<file path="src/rtl/control_sequencer.sv">
// control_sequencer
//   Moore FSM that drives every control input of the single-bus datapath.
//   It fetches an instruction (T0-T2), then executes one register/unary ALU
//   instruction (T3-T5) and loops straight back to fetch. Also handles the
//   memory-read wait handshake, HALT, NOP, illegal opcodes and a read timeout.
//
// Parameters
//   TIMEOUT  max T1 cycles spent waiting for mem_ready before FAULT (1..31)
//   HALT_OP  opcode that parks the sequencer in HALT
//   NOP_OP   opcode that returns to fetch with no execute steps
//
// Ports
//   clk          in   datapath clock, rising edge
//   clr          in   asynchronous active-low reset
//   run          in   start request, only looked at in IDLE
//   mem_ready    in   memory read data valid (only looked at in T1)
//   ir_data      in   IR contents: [31:27] opc, [26:23] Ra, [22:19] Rb, [18:15] Rc
//   pc_out, zlo_out, mdr_out            out  bus-drive selects
//   mar_enable, z_enable, pc_enable,
//   mdr_enable, ir_enable, y_enable     out  register load enables
//   pc_increment                        out  PC increment
//   read                                out  MDR input mux select (memory side)
//   r_out        out  one-hot GPR bus-drive select
//   r_enable     out  one-hot GPR load enable
//   op_code      out  ALU operation, zero outside T4
//   busy         out  high outside IDLE, HALT and FAULT
//   halted       out  high in HALT
//   fault        out  high in FAULT
//   illegal      out  high for the T3 cycle of an unsupported opcode

module control_sequencer #(
  parameter int         TIMEOUT = 16,
  parameter logic [4:0] HALT_OP = 5'b11011,
  parameter logic [4:0] NOP_OP  = 5'b11010
) (
  input  logic        clk,
  input  logic        clr,
  input  logic        run,
  input  logic        mem_ready,
  input  logic [31:0] ir_data,
  output logic        pc_out,
  output logic        zlo_out,
  output logic        mdr_out,
  output logic        mar_enable,
  output logic        z_enable,
  output logic        pc_enable,
  output logic        mdr_enable,
  output logic        ir_enable,
  output logic        y_enable,
  output logic        pc_increment,
  output logic        read,
  output logic [15:0] r_out,
  output logic [15:0] r_enable,
  output logic [4:0]  op_code,
  output logic        busy,
  output logic        halted,
  output logic        fault,
  output logic        illegal
);

  typedef enum logic [3:0] {
    S_IDLE,
    S_T0,
    S_T1,
    S_T2,
    S_T3,
    S_T4,
    S_T5,
    S_HALT,
    S_FAULT
  } state_t;

  // The wait counter is only 5 bits wide, so the timeout limit is too.
  localparam logic [4:0] TIMEOUT_LIM = 5'(TIMEOUT);

  state_t     state;
  state_t     state_next;
  logic [4:0] wait_cnt;
  logic [4:0] wait_cnt_next;
  logic [4:0] wait_cnt_inc;

  logic [4:0] opc;
  logic [3:0] ra;
  logic [3:0] rb;
  logic [3:0] rc;
  logic       is_binary;
  logic       is_unary;
  logic       unused_ir_bits;

  assign opc = ir_data[31:27];
  assign ra  = ir_data[26:23];
  assign rb  = ir_data[22:19];
  assign rc  = ir_data[18:15];

  // The low IR bits carry immediates for formats this sequencer never executes.
  assign unused_ir_bits = ^ir_data[14:0];

  // Binary ops take Rb through Y and Rc on the bus; unary ops use Rb only.
  assign is_binary = (opc >= 5'b00011) && (opc <= 5'b01011);
  assign is_unary  = (opc == 5'b10001) || (opc == 5'b10010);

  // A long stall must not wrap the counter back to small values.
  assign wait_cnt_inc = (wait_cnt == 5'h1F) ? wait_cnt : wait_cnt + 5'd1;

  // State register. Reset takes effect immediately, so every output (all
  // decoded from state) drops in the same cycle and no partial write lands.
  always_ff @(posedge clk or negedge clr) begin
    if (!clr) begin
      state <= S_IDLE;
    end else begin
      state <= state_next;
    end
  end

  // Memory wait counter, counting T1 cycles of the current fetch.
  always_ff @(posedge clk or negedge clr) begin
    if (!clr) begin
      wait_cnt <= 5'd0;
    end else begin
      wait_cnt <= wait_cnt_next;
    end
  end

  // Next-state logic. T1 only exits on mem_ready or once the counter shows
  // TIMEOUT cycles spent without data; HALT and FAULT are absorbing.
  always_comb begin
    state_next    = state;
    wait_cnt_next = wait_cnt;
    case (state)
      S_IDLE: begin
        if (run) begin
          state_next = S_T0;
        end
      end
      S_T0: begin
        state_next    = S_T1;
        wait_cnt_next = 5'd0;
      end
      S_T1: begin
        wait_cnt_next = wait_cnt_inc;
        if (mem_ready) begin
          state_next = S_T2;
        end else if (wait_cnt_inc >= TIMEOUT_LIM) begin
          state_next = S_FAULT;
        end
      end
      S_T2: begin
        state_next = S_T3;
      end
      S_T3: begin
        if (is_binary || is_unary) begin
          state_next = S_T4;
        end else if (opc == HALT_OP) begin
          state_next = S_HALT;
        end else begin
          state_next = S_T0;
        end
      end
      S_T4: begin
        state_next = S_T5;
      end
      S_T5: begin
        state_next = S_T0;
      end
      S_HALT: begin
        state_next = S_HALT;
      end
      S_FAULT: begin
        state_next = S_FAULT;
      end
      default: begin
        state_next = S_IDLE;
      end
    endcase
  end

  // Moore output decode. Only one bus driver is ever selected per state.
  // The PC advances through pc_increment alone; no supported instruction
  // loads the PC from the bus, so pc_enable stays low.
  always_comb begin
    pc_out       = 1'b0;
    zlo_out      = 1'b0;
    mdr_out      = 1'b0;
    mar_enable   = 1'b0;
    z_enable     = 1'b0;
    pc_enable    = 1'b0;
    mdr_enable   = 1'b0;
    ir_enable    = 1'b0;
    y_enable     = 1'b0;
    pc_increment = 1'b0;
    read         = 1'b0;
    r_out        = 16'h0000;
    r_enable     = 16'h0000;
    op_code      = 5'b00000;
    busy         = 1'b0;
    halted       = 1'b0;
    fault        = 1'b0;
    illegal      = 1'b0;
    case (state)
      S_T0: begin
        busy         = 1'b1;
        pc_out       = 1'b1;
        mar_enable   = 1'b1;
        pc_increment = 1'b1;
      end
      S_T1: begin
        busy       = 1'b1;
        read       = 1'b1;
        mdr_enable = 1'b1;
      end
      S_T2: begin
        busy      = 1'b1;
        mdr_out   = 1'b1;
        ir_enable = 1'b1;
      end
      S_T3: begin
        busy = 1'b1;
        if (is_binary) begin
          r_out    = 16'h0001 << rb;
          y_enable = 1'b1;
        end else if (!is_unary && (opc != NOP_OP) && (opc != HALT_OP)) begin
          illegal = 1'b1;
        end
      end
      S_T4: begin
        busy     = 1'b1;
        r_out    = is_binary ? (16'h0001 << rc) : (16'h0001 << rb);
        op_code  = opc;
        z_enable = 1'b1;
      end
      S_T5: begin
        busy     = 1'b1;
        zlo_out  = 1'b1;
        r_enable = 16'h0001 << ra;
      end
      S_HALT: begin
        halted = 1'b1;
      end
      S_FAULT: begin
        fault = 1'b1;
      end
      default: begin
      end
    endcase
  end

endmodule

</file>
<file path="config.mk">
export PLATFORM = sky130hd
export DESIGN_NAME = control_sequencer
export DESIGN_NICKNAME = d
export VERILOG_FILES = /design/src/rtl/control_sequencer.sv
export SDC_FILE = /design/constraint.sdc
export NUM_CORES = 1
export LEC_CHECK = 0
export BUFFER_PORTS_ARGS = -buffer_cell sky130_fd_sc_hd__buf_4
export CAP_MARGIN = 20
export CELL_PAD_IN_SITES_DETAIL_PLACEMENT = 1
export CELL_PAD_IN_SITES_GLOBAL_PLACEMENT = 1
export CORE_ASPECT_RATIO = 1.4
export CORE_MARGIN = 2
export CORE_UTILIZATION = 27
export CTS_CLUSTER_SIZE = 28
export DETAILED_ROUTE_END_ITERATION = 10
export PLACE_DENSITY = 0.82
export SETUP_SLACK_MARGIN = 0.15
export SLEW_MARGIN = 20
export SYNTH_ARGS = -nofsm -noshare
export SYNTH_HDL_FRONTEND = slang
export SYNTH_SLANG_ARGS = --single-unit
</file>
<file path="constraint.sdc">
create_clock -name clk -period 2.3 [get_ports clk]
set_input_delay 0.23 -clock clk [delete_from_list [all_inputs] [get_ports clk]]
set_output_delay 0.23 -clock clk [all_outputs]
set_load 0.05 [all_outputs]
</file>
==> metrics.md <==
| Metric | Value |
|---|---|
| Top-area cell type share of the netlist area | 18.11% |
| Clock Latency Late Sink | 0.24 ns |
| Hold path start | ir_data[28] |
| Post-place instance area | 0.001884 mm2 |
| Gpl congestion | 0.7722 |
| Die area | 0.005173 mm2 |
| Leakage | 0.9325 nW |
| F_max | 460.3 MHz |
| Hold path depth | 3 |
| Final non-filler cell total | 312 |
| Port bufs | 71 |
| First-pass GRT wire length | 7.631 mm |
| Crit-path max cell delay | 0.55 ns |
| Status | finished clean |
| Die outline height | 84.31 um |
| Worst r2r dst | wait_cnt[1] |
| Worst Setup End Kind | output pin |
| Buffers & Inverters on Critical Path | 1 |
| Vias in the first global route | 1711 |
| Logic gate share of total power | 77.3% |
| Min-delay worst type | input pin to flop |
| Hold Vio Cnt, Final | 0 |
| Largest net degree at the start of global routing | 22 |
| Sequential share of power | 13.1% |
| Layout area overhead | 68.61% |
| Clk pwr share | 9.6% |
| DRT antenna net count | 0 |
| Reg clk slew, reported paths | 0.04 ns |
| Period minus WS final | 2.172 ns |
| Synth area leaders | dfrtp_1, nor2_1, o22ai_1 |
| Fillcell total | 584 |
| R2R Path Start | state[3] |
| Register-to-Register Path Depth | 6 |
| Delay-heaviest family, CP | simple AND/OR/NAND/NOR gates |
| Ys async rst share | 100.0% |
| Max-slew violations | 0 |
| Fin util | 46.61% |
| DR iter-0 viols | 47 |
| Clk buf depth | 2 |
| Synth area leader | dfrtp_1 |
| Core area | 0.004499 mm2 |
| Ys Warns | 0 |
| Syn Std Cell Area | 0.001244 mm2 |
| Post-synth EDFFs | 0 |
| Worst EP required | 2.07 ns |
| Syn nets | 218 |
| Initial Util | 27.64% |
| Sw Ratio | 56.60% |
| Register area share after synthesis | 18.11% |
| VDD IR-drop max | 336.1 uV |
| Synth Area per Inst | 6.871 um2 |
| MaxCap Viol Count | 0 |
| Setup-failing EPs final | 0 |
| Most common flop cell mapped by yosys | dfrtp_1 |
| Worst Skew | 0.0005071 ns |
| Vias | 1644 |
| IO Pins | 88 |
| Pwr Total | 1.941 mW |
| Fin Hold WS | 0.3465 ns |
| Slowest cell on the critical path | or4_4 |
| R2r setup slk | 0.75 ns |
| Avg WL per Cell | 15.15 um |
| Final worst slack | 0.1277 ns |
| Net Switching | 1.098 mW |
| Flops & latches, synth | 9 |
| PwrDens | 925.4 mW/mm2 |
| Synth Instances | 181 |
| Width of the chip | 61.36 um |
| Antenna diodes | 0 |
| Pint | 0.8422 mW |
| DR DRC count | 0 |
| Inserted Clock Buffers | 3 |
| Critical path launch point type | flop |
| Worst slack, placed | 0.2589 ns |
| Crit Path Max Fanout | 4 |
| Share of post-route cells with drive strength above 1 | 50.40% |
| Final Cell Area | 0.002097 mm2 |
| FP Rows | 29 |
| Layout Nets | 288 |
| Drt total wl | 4.727 mm |
| CTS tree | yes |
| WP data arrival | 1.94 ns |
| Initial antenna violation count | 0 |
| Via density | 5.269 |
| First-pass iteration count of the detailed router | 4 |
| All-Layer GR Usage | 18.49% |
| CTS root buf | clkbuf_8 |
| Crit share post-route | 94.45% |
| Synth cell types | 47 |
| Remaining Overflow, GRT | 0 |
| Cells along the critical path | nand2b_4 > or2_4 > or4_4 > o22ai_2 > buf_6 |
| Placed insts | 302 |
| Total negative setup slack | 0 ns |
| Unrepaired setup endpoints after global routing | yes |
| CTS HTree Levels | 1 |
| Clk sinks | 9 |
| WS Path Type | flop to output pin |
| DP Wirelength | 3.495 mm |
| WHS Endpoint | state[1] |
worst min-delay path, cell delays in order:
cell	delay [ns]
buf_4	0.14
nand4_1	0.10
a21oi_1	0.06
cell usage after synthesis, types with 2 or more instances:
master    count
or2_2         3
a21oi_1      10
buf_2         5
clkbuf_1      6
o21ai_0       7
o211ai_2      4
buf_4         5
nand2b_1     10
mux2i_1       2
nor2_1       30
nor3b_1       2
dfrtp_1       9
nor3_1        8
nand3_1       4
nor2b_1       2
a21o_1        3
and3_1        3
nand2_1      12
a31oi_1       3
inv_1         5
and2_1        3
a22o_1        2
nand4_1       3
nor4b_1       2
o22ai_1      15
nand4b_1      2
worst max-delay path by stage:
| stage | start | to | depth (start not counted) |
|---|---|---|---|
| 2_1_floorplan | state[3] | r_out[0] | 5 |
| 3_3_place_gp | state[0] | r_out[8] | 5 |
| 3_5_place_dp | state[0] | r_out[0] | 5 |
| 4_1_cts | state[1] | r_out[1] | 5 |
| 5_1_grt | state[0] | r_out[10] | 5 |
| 6_report | state[3] | r_out[1] | 5 |
power groups by stage:
stage	sequential, mW	combinational, mW	clock, mW
final	0.253	1.50	0.187
after floorplan	0.236	1.03	0
after global routing	0.262	1.62	0.203
after global placement	0.239	1.35	0
after CTS	0.245	1.45	0.191
after detailed placement	0.242	1.38	0
layout by cell type (no fill, tap or decap), types with 2 or more instances in the layout:
cell type	count
a31oi_1	3
a21oi_1	10
nor3_1	3
a21o_1	3
nand3_1	3
nor2_1	25
nor2_2	5
nand2b_4	2
or2_2	3
nor3_2	4
and2_1	3
a22o_1	2
mux2i_1	2
nand2b_1	9
o22ai_2	11
o22ai_1	4
clkbuf_8	3
nand2_1	12
nor2b_1	2
buf_4	73
dfrtp_1	8
and3_1	3
o211ai_2	4
nor4b_2	2
nand4b_1	2
o21ai_0	7
buf_6	7
nand4_1	3
inv_1	5
cell type report:
cell class              count  area [um2]  area share, %
well taps                  62       77.57          3.699
flip-flops and latches      9       226.5          10.80
multi-input cells         149        1071          51.07
clock buffers               4       45.04          2.148
repair buffers             82       651.9          31.09
inverters                   6       25.02          1.193
registers in the layout, summed over array words and instances (netlist names):
signal,flops
wait_cnt,5
state,4
cell families (layout without fill, tap and decap cells):
group | count (synthesis) | in the layout | share of synthesized area, %
mux | 2 | 2 | 1.610
flops | 9 | 9 | 18.11
simple gates | 91 | 91 | 39.14
buf+inv | 23 | 92 | 9.557
other cells | 1 | 1 | 0.3015
compound gates | 54 | 54 | 30.28
fa+ha+maj | 1 | 1 | 1.006
per-layer routing:
metal	track usage [%]	part of all wire, %	up-vias
met3	2.619	6.7	9
met1	20.71	38	774
met4	6.576	2.0	0
li1	-	-	791
met5	0	0	-
met2	33.75	53	70
timing repair:
item                                    4_1_cts  5_1_grt
hold buffers                                  1        0
hold endpoints to repair                      9        0
pin swaps                                     3       10
endpoints found under the setup margin       16       24
gates resized for setup                      10       14
buffers inserted                              4        1
Note: power is estimated with default switching activity, not from simulation.
